===== config.mk =====
export PLATFORM = sky130hd
export DESIGN_NAME = display_7seg_scan
export DESIGN_NICKNAME = d
export VERILOG_FILES = /design/src/rtl/display_7seg_scan.sv
export SDC_FILE = /design/constraint.sdc
export NUM_CORES = 1
export LEC_CHECK = 0
export ABC_AREA = 1
export CORE_AREA = 2 2 72 74
export CTS_CLUSTER_DIAMETER = 120
export DETAILED_ROUTE_END_ITERATION = 16
export DIE_AREA = 0 0 74 76
export GPL_TIMING_DRIVEN = 0
export PLACE_DENSITY = 0.75
export SETUP_SLACK_MARGIN = 0.1
export SYNTH_ARGS = -nofsm -noshare
export SYNTH_HDL_FRONTEND = slang
export SYNTH_SLANG_ARGS = --single-unit

===== constraint.sdc =====
create_clock -name clk -period 4.9 [get_ports clk]
set_clock_uncertainty 0.15 [all_clocks]
set_input_delay 0.98 -clock clk [delete_from_list [all_inputs] [get_ports clk]]
set_output_delay 0.98 -clock clk [all_outputs]
set_load 0.01 [all_outputs]

===== src/rtl/display_7seg_scan.sv =====
// Four-digit common-anode 7-segment scanner for the HH.MM clock display.
// Digits are snapshotted once per frame; guard cycles between digits suppress ghosting.
//
// state | meaning
// DIG0  | min_u selected,  an = 1110
// DIG1  | min_d selected,  an = 1101
// DIG2  | hora_u selected, an = 1011 (separator dot lives here)
// DIG3  | hora_d selected, an = 0111 (leading-zero blank)
module display_7seg_scan #(
  parameter int DIGIT_TICKS  = 2500,
  parameter int GUARD_TICKS  = 16,
  parameter int BLINK_FRAMES = 50,
  parameter bit LZ_BLANK     = 1'b1
) (
  input  logic       clk,
  input  logic       reset,
  input  logic [3:0] hora_d,
  input  logic [3:0] hora_u,
  input  logic [3:0] min_d,
  input  logic [3:0] min_u,
  output logic [3:0] an,
  output logic [6:0] seg,
  output logic       dp,
  output logic       frame_start
);

  localparam int TW = (DIGIT_TICKS > 1) ? $clog2(DIGIT_TICKS) : 1;
  localparam int FW = (BLINK_FRAMES > 1) ? $clog2(BLINK_FRAMES) : 1;
  localparam logic [TW-1:0] TICK_LAST  = TW'(DIGIT_TICKS - 1);
  localparam logic [TW-1:0] GUARD_END  = TW'(GUARD_TICKS);
  localparam logic [FW-1:0] FRAME_LAST = FW'(BLINK_FRAMES - 1);

  typedef enum logic [1:0] {DIG0, DIG1, DIG2, DIG3} state_t;

  state_t        state, state_next;
  logic [TW-1:0] tick_cnt;
  logic          tick;
  logic          primed;
  logic          frame_end;
  logic          load;
  logic [3:0]    sh_hora_d, sh_hora_u, sh_min_d, sh_min_u;
  logic [FW-1:0] frame_cnt;
  logic          blink;

  logic          guard;
  logic [3:0]    digit;
  logic [3:0]    an_next;
  logic [6:0]    seg_next;
  logic          dp_next;

  assign tick      = (tick_cnt == TICK_LAST);
  assign frame_end = tick && (state == DIG3);
  assign load      = !primed || frame_end;
  assign guard     = (tick_cnt < GUARD_END);

  always_ff @(posedge clk) begin
    if (!reset) begin
      tick_cnt <= '0;
    end else if (tick) begin
      tick_cnt <= '0;
    end else begin
      tick_cnt <= tick_cnt + 1'b1;
    end
  end

  always_ff @(posedge clk) begin
    if (!reset) begin
      state <= DIG0;
    end else begin
      state <= state_next;
    end
  end

  always_comb begin
    state_next = state;
    an_next    = 4'b1111;
    digit      = sh_min_u;
    dp_next    = 1'b1;
    case (state)
      DIG0: begin
        digit   = sh_min_u;
        an_next = 4'b1110;
        if (tick) state_next = DIG1;
      end
      DIG1: begin
        digit   = sh_min_d;
        an_next = 4'b1101;
        if (tick) state_next = DIG2;
      end
      DIG2: begin
        digit   = sh_hora_u;
        an_next = 4'b1011;
        dp_next = !blink;
        if (tick) state_next = DIG3;
      end
      DIG3: begin
        digit   = sh_hora_d;
        an_next = (LZ_BLANK && (sh_hora_d == 4'd0)) ? 4'b1111 : 4'b0111;
        if (tick) state_next = DIG0;
      end
      default: state_next = DIG0;
    endcase
    if (guard) begin
      an_next = 4'b1111;
      dp_next = 1'b1;
    end
  end

  // Non-BCD codes render as a dash so a corrupted counter is visible.
  always_comb begin
    seg_next = 7'b0111111;
    case (digit)
      4'd0: seg_next = 7'b1000000;
      4'd1: seg_next = 7'b1111001;
      4'd2: seg_next = 7'b0100100;
      4'd3: seg_next = 7'b0110000;
      4'd4: seg_next = 7'b0011001;
      4'd5: seg_next = 7'b0010010;
      4'd6: seg_next = 7'b0000010;
      4'd7: seg_next = 7'b1111000;
      4'd8: seg_next = 7'b0000000;
      4'd9: seg_next = 7'b0010000;
      default: seg_next = 7'b0111111;
    endcase
  end

  always_ff @(posedge clk) begin
    if (!reset) begin
      primed      <= 1'b0;
      frame_start <= 1'b0;
      sh_hora_d   <= '0;
      sh_hora_u   <= '0;
      sh_min_d    <= '0;
      sh_min_u    <= '0;
    end else begin
      primed      <= 1'b1;
      frame_start <= load;
      if (load) begin
        sh_hora_d <= hora_d;
        sh_hora_u <= hora_u;
        sh_min_d  <= min_d;
        sh_min_u  <= min_u;
      end
    end
  end

  always_ff @(posedge clk) begin
    if (!reset) begin
      frame_cnt <= '0;
      blink     <= 1'b0;
    end else if (frame_end) begin
      if (frame_cnt == FRAME_LAST) begin
        frame_cnt <= '0;
        blink     <= !blink;
      end else begin
        frame_cnt <= frame_cnt + 1'b1;
      end
    end
  end

  always_ff @(posedge clk) begin
    if (!reset) begin
      an  <= 4'b1111;
      seg <= 7'b1111111;
      dp  <= 1'b1;
    end else begin
      an  <= an_next;
      seg <= seg_next;
      dp  <= dp_next;
    end
  end

endmodule


==> impl_metrics.csv, run 1 <==
group,metric,value,unit
sta,rsz0062_at_grt,"false",
finish,seqCellArea,1020,um2
sta,slew_viol_final,0,
clock_tree,insertion_delay,0.30,ns
synthesis,synth_most_common_cell,"nand2_1",
setup_path,cp-start-kind,"primary input",
sta,fmaxAchievable,418,MHz
clock_tree,cts_max_level,2,
setup_path,crit_family,"buffers and inverters",
clock_tree,cts_setup_buffers,0,
floorplan,start_util,53.0,%
synthesis,syn_nets,408,
synthesis,synthCells,378,
route,via_per_inst,4.66,
synthesis,synth_edf_count,0,
placement,io_buffers,30,
clock_tree,cts_resized,0,
route,ant_nets,0,
synthesis,syn_avg_cell_area,6.89,um2
setup_path,cp.arrival,2.40,ns
floorplan,die_area,5620,um2
placement,gp_congestion,0.849,
setup_path,end_kind,"flip-flop",
sta,setup_tns,0,ns
route,wl_per_cell,10.8,um
synthesis,seq_area_frac_synth,39.2,%
setup_path,cp_cell_sequence,"clkdlybuf4s50_1, inv_1, a21oi_1, nand3_1",
finish,nets,445,
floorplan,die_h,76,um
synthesis,yosysWarnings,0,
sta,worst_slack,2.51,ns
global_routing,globalRouteOverflowTotal,0,
power_and_ir_drop,leakagePower,1.31,nW
setup_path,crit_fanout,7,
synthesis,synth_top_flop_cell,"dfxtp_1",
sta,worst_slew_pin_slew,0.479,ns
global_routing,grt_max_degree,17,
clock_tree,cts_hold_buf,0,
power_and_ir_drop,max-vdd-ir-drop,140,uV
floorplan,rows,26,
floorplan,coreArea,4910,um2
synthesis,synth_top_cells_by_count,"nand2_1 (106), nor2_1 (55), dfxtp_1 (51)",
clock_tree,clk_pin_slew,0.09,ns
sta,fin_crit,2.39,ns
outcome,status,"complete, no violations",
power_and_ir_drop,pwr-share-comb,12.2,%
floorplan,fp.dieW,74,um
flow_run,cap_violations,0,
power_and_ir_drop,swShare,25.2,%
synthesis,synthArstFlopShare,0,%
route,wirelength,5.25,mm
clock_tree,clock_path_buffers,2,
setup_path,path_class,"primary input to flip-flop",
power_and_ir_drop,power_density,251,nW/um2
placement,place_ws,2.19,ns
setup_path,cpPeakStageDelay,0.61,ns
finish,drive_gt1_share,11.5,%
finish,nFillCells,445,
sta,min_period_over_period,48.8,%
synthesis,synth_area_leaders,"dfxtp_1 (39%), nand2_1 (15%), nor2_1 (7.9%)",
synthesis,synth_top_cell_area_share,39.2,%
route,drt_iter0_drc,135,
clock_tree,cts_root_buf,"clkbuf_8",
power_and_ir_drop,p_int,0.000578,W
finish,multiInputGateArea,1340,um2
global_routing,grt_pass1_vias,2112,
finish,area_delta_synth_final,18.3,%
finish,diodes,0,
synthesis,ys_types,31,
clock_tree,cts_tree,"built",
clock_tree,clkSinkCount,51,
placement,hpwl,4.05,mm
clock_tree,cts-buffers-inserted,5,
synthesis,ys_ff_latch,51,
sta,setup_viol,0,
global_routing,groute.usage.overall,20.4,%
sta,hold_viol_final,0,
route,first_pass_iters,4,
global_routing,grt_pass1_wl,9.16,mm
route,remaining_drc_errors,0,
floorplan,io-pin-count,31,
setup_path,path_buf_inv,2,
route,num_vias,2267,
power_and_ir_drop,seqPwrFrac,56.9,%
global_routing,grt_antenna_before_repair,0,
power_and_ir_drop,p_clk_share,30.9,%
synthesis,synth_largest_area_cell,"dfxtp_1",
sta,slew_headroom,68.1,%
worst_hold_path,hold_class,"flip-flop to flip-flop",
setup_path,crit_slowest_cell,"clkdlybuf4s50_1",
setup_path,critPathRequiredTime,4.91,ns
power_and_ir_drop,p_switching,0.000195,W
synthesis,synth_area,2600,um2
==> layout make-up <==
type / count / share of cell area (%)
Inverter: 48 / 5.93
Multi-Input combinational cell: 271 / 43.6
Clock buffer: 5 / 2.23
Clock inverter: 3 / 0.650
Sequential cell: 51 / 33.1
Timing Repair Buffer: 30 / 9.74
Tap cell: 70 / 2.84
Buffer: 8 / 1.91
==> layer usage <==
layer | part of all wire (%) | track usage (%) | up-vias
met5 | 0 | 0 | -
met3 | 3.3 | 3.57 | 5
met1 | 49 | 27.8 | 986
li1 | - | - | 1240
met4 | 1.0 | 5.45 | 0
met2 | 47 | 32.9 | 36
==> metrics by stage <==
stage                     cell area, um2  hold slack (ns)  total power, W  instances  util (%)
after floorplan                     2610            0.245        0.000505        378         -
after global placement              2990            0.281        0.000542        478      60.9
after detailed placement            2990            0.284        0.000545        478      60.9
after CTS                           3080            0.315        0.000783        486      62.7
after global routing                3080            0.331        0.000815        486      62.7
final                               3080            0.306        0.000773        486      62.7
==> logic make-up (layout without fill, tap and decap cells) <==
kind of cell | after synthesis | count (layout) | share of synthesized area, %
and+or+nand+nor | 234 | 234 | 40.1
buffers and inverters | 56 | 94 | 9.27
DFF | 51 | 51 | 39.2
AOI/OAI and AO/OA | 23 | 23 | 5.04
adders and majority gates | 12 | 12 | 5.76
xor gates and xnor gates | 2 | 2 | 0.673
==> worst reg2reg max path: cells and delay by family (launching register included) <==
| kind | cells | cell delay, ns |
|---|---|---|
| adders and majority gates | 2 | 0.66 |
| DFF | 1 | 0.38 |
| and+or+nand+nor | 8 | 0.65 |
| buffers and inverters | 3 | 0.29 |
==> cell usage in the layout, fill, tap and decap left out <==
master,instances
nor3_1,3
buf_6,3
nor3b_1,2
o21a_1,1
a21oi_2,1
or2_0,1
nand3_4,1
or2_2,3
xor2_1,1
nand2_2,2
nor2_1,55
nor2_2,16
ha_1,12
nand4_1,4
nand2_4,1
nand3b_1,1
o21ai_2,1
inv_1,44
clkinvlp_4,2
xnor2_1,1
nand2_1,106
nor3b_2,1
o21bai_2,1
a21oi_1,12
clkdlybuf4s50_1,30
buf_2,5
nor4_1,1
clkinv_2,1
inv_2,3
o21ai_0,7
nor2_4,1
dfxtp_1,51
clkbuf_8,5
inv_4,1
nand3_1,36
==> state kept, by name (all words and copies together), names as in the netlist <==
register and flops:
tick_cnt 12, seg 7, frame_cnt 6, an 4, sh_hora_d 4, sh_hora_u 4
sh_min_d 4, sh_min_u 4, state 2, blink 1, dp 1, frame_start 1
primed 1
==> final timing paths <==
check / from / endpoint / slack (ns) / cells past startpoint
min reg2reg: blink$_SDFFE_PN0P_ / dp$_SDFF_PP1_ / 0.31 / 1
min: blink$_SDFFE_PN0P_ / dp$_SDFF_PP1_ / 0.31 / 1
max: reset / an[3]$_SDFF_PP1_ / 2.51 / 4
max reg2reg: state[0]$_SDFFE_PN0P_ / seg[3]$_SDFF_PN1_ / 2.69 / 13
==> power by group through the flow <==
stage               sequential, W  clock [W]  combinational, W
finish                   0.000440   0.000239         0.0000946
global route             0.000442   0.000265          0.000108
CTS                      0.000440   0.000247         0.0000956
detailed placement       0.000449          0         0.0000952
global placement         0.000449          0         0.0000931
floorplan                0.000451          0         0.0000540
Power figures use the tool's default switching activity.
==> run 2, diff against run 1 <==
==> constraint.sdc (replaced) <==
create_clock -name clk -period 2.4 [get_ports clk]
set_clock_uncertainty 0.15 [all_clocks]
set_input_delay 0.48 -clock clk [delete_from_list [all_inputs] [get_ports clk]]
set_output_delay 0.48 -clock clk [all_outputs]
set_load 0.01 [all_outputs]
==> impl_metrics.csv, run 2 (same netlist as run 1, synthesis figures left out) <==
group,metric,value,unit
sta,worst_hold_slack,0.310,ns
finish,diodes,0,
finish,largest_reg_flops,12,
clock_tree,insertion_delay,0.30,ns
outcome,status,"complete, no violations",
floorplan,io-pin-count,31,
sta,rsz0062_at_grt,"false",
finish,nFillCells,446,
floorplan,start_util,53.0,%
sta,slew_headroom,68.2,%
setup_path,critPathRequiredTime,2.45,ns
global_routing,grt_pass1_vias,2112,
sta,worst_slew_pin_slew,0.477,ns
global_routing,globalRouteOverflowTotal,0,
flow_run,cap_violations,0,
sta,min_period_over_period,88.2,%
finish,regMostFlops,"tick_cnt",
floorplan,fp.dieW,74,um
placement,gp_congestion,0.849,
sta,worst_slack,0.283,ns
finish,mostFrequentLayoutCells,"nand2_1 (106), nor2_1 (55), dfxtp_1 (49)",
global_routing,grt_pass1_wl,9.16,mm
finish,reg_top3,"tick_cnt x12, seg x7, frame_cnt x6",
setup_path,end_kind,"flip-flop",
route,wl_per_cell,10.8,um
sta,fin_crit,2.12,ns
setup_path,cp-start-kind,"flip-flop",
power_and_ir_drop,leakagePower,1.31,nW
floorplan,die_area,5620,um2
sta,setup_viol,0,
global_routing,grt_antenna_before_repair,0,
setup_path,path_class,"flip-flop to flip-flop",
route,via_per_inst,4.68,
sta,setup_tns,0,ns
clock_tree,clock_path_buffers,2,
power_and_ir_drop,max-vdd-ir-drop,285,uV
finish,area_delta_synth_final,18.5,%
route,ant_nets,0,
floorplan,rows,26,
setup_path,cp.arrival,2.17,ns
clock_tree,cts_max_level,2,
clock_tree,cts_tree,"built",
clock_tree,cts_setup_buffers,0,
power_and_ir_drop,power_density,512,nW/um2
clock_tree,cts-buffers-inserted,5,
sta,fmaxAchievable,472,MHz
clock_tree,clkSinkCount,51,
placement,hpwl,4.05,mm
route,num_vias,2275,
placement,place_ws,0.187,ns
floorplan,coreArea,4910,um2
sta,slew_viol_final,0,
global_routing,grt_max_degree,17,
placement,io_buffers,30,
clock_tree,clk_pin_slew,0.09,ns
finish,final_common_cell,"nand2_1",
route,drt_iter0_drc,122,
finish,drive_gt1_share,12.3,%
route,wirelength,5.27,mm
global_routing,groute.usage.overall,20.4,%
clock_tree,cts_resized,0,
clock_tree,cts_root_buf,"clkbuf_8",
route,first_pass_iters,4,
setup_path,crit_fanout,8,
route,remaining_drc_errors,0,
floorplan,die_h,76,um
sta,hold_viol_final,0,
clock_tree,cts_hold_buf,0,
worst_hold_path,hold_class,"flip-flop to flip-flop",
finish,nets,445,
-- run 2: final timing paths --
path                              start                end  slack (ns)  cells after the start
setup / recovery  state[0]$_SDFFE_PN0P_  seg[5]$_SDFF_PN1_        0.28                     10
setup reg to reg  state[0]$_SDFFE_PN0P_  seg[5]$_SDFF_PN1_        0.28                     10
hold reg to reg      blink$_SDFFE_PN0P_      dp$_SDFF_PP1_        0.31                      1
hold / removal       blink$_SDFFE_PN0P_      dp$_SDFF_PP1_        0.31                      1
-- run 2: final cells by class --
cell class | count | area (um2) | area share, %
sequential | 51 | 1020 | 33.2
tap | 70 | 87.6 | 2.84
buffer | 8 | 58.8 | 1.91
clock buffer | 5 | 68.8 | 2.23
timing repair buffer | 30 | 300 | 9.73
clock inverter | 3 | 20.0 | 0.649
multi-input combinational | 271 | 1350 | 43.6
inverter | 48 | 183 | 5.92
-- run 2: power by group --
part           switching (W)  internal (W)
logic              0.0000979     0.0000954
registers          0.0000158      0.000882
clock network       0.000285      0.000203
total               0.000399       0.00118
-- run 2: per-stage QoR --
step	area (um2)	util (%)	power (W)	std cells
floorplan	2610	-	0.00103	378
global placement	2990	60.9	0.00111	478
detailed placement	2990	60.9	0.00111	478
CTS	3080	62.7	0.00160	486
global route	3090	62.8	0.00166	486
finish	3090	62.8	0.00158	486
-- run 2: metal layers --
metal | part of all wire [%] | up-vias | global-route usage, %
li1 | - | 1243 | -
met1 | 49 | 992 | 27.8
met2 | 47 | 35 | 32.9
met3 | 3.1 | 5 | 3.57
met4 | 0.97 | 0 | 5.45
met5 | 0 | - | 0
-- run 2: critical path: stages (launching register included) --
cell and delay [ns]:
dfxtp_2 0.39, inv_1 0.09, ha_1 0.27, inv_2 0.16, nand2_1 0.11, nor2_1 0.15, nor2_2 0.07, ha_1 0.20
or2_2 0.30, nand3_1 0.08, nand2_1 0.04
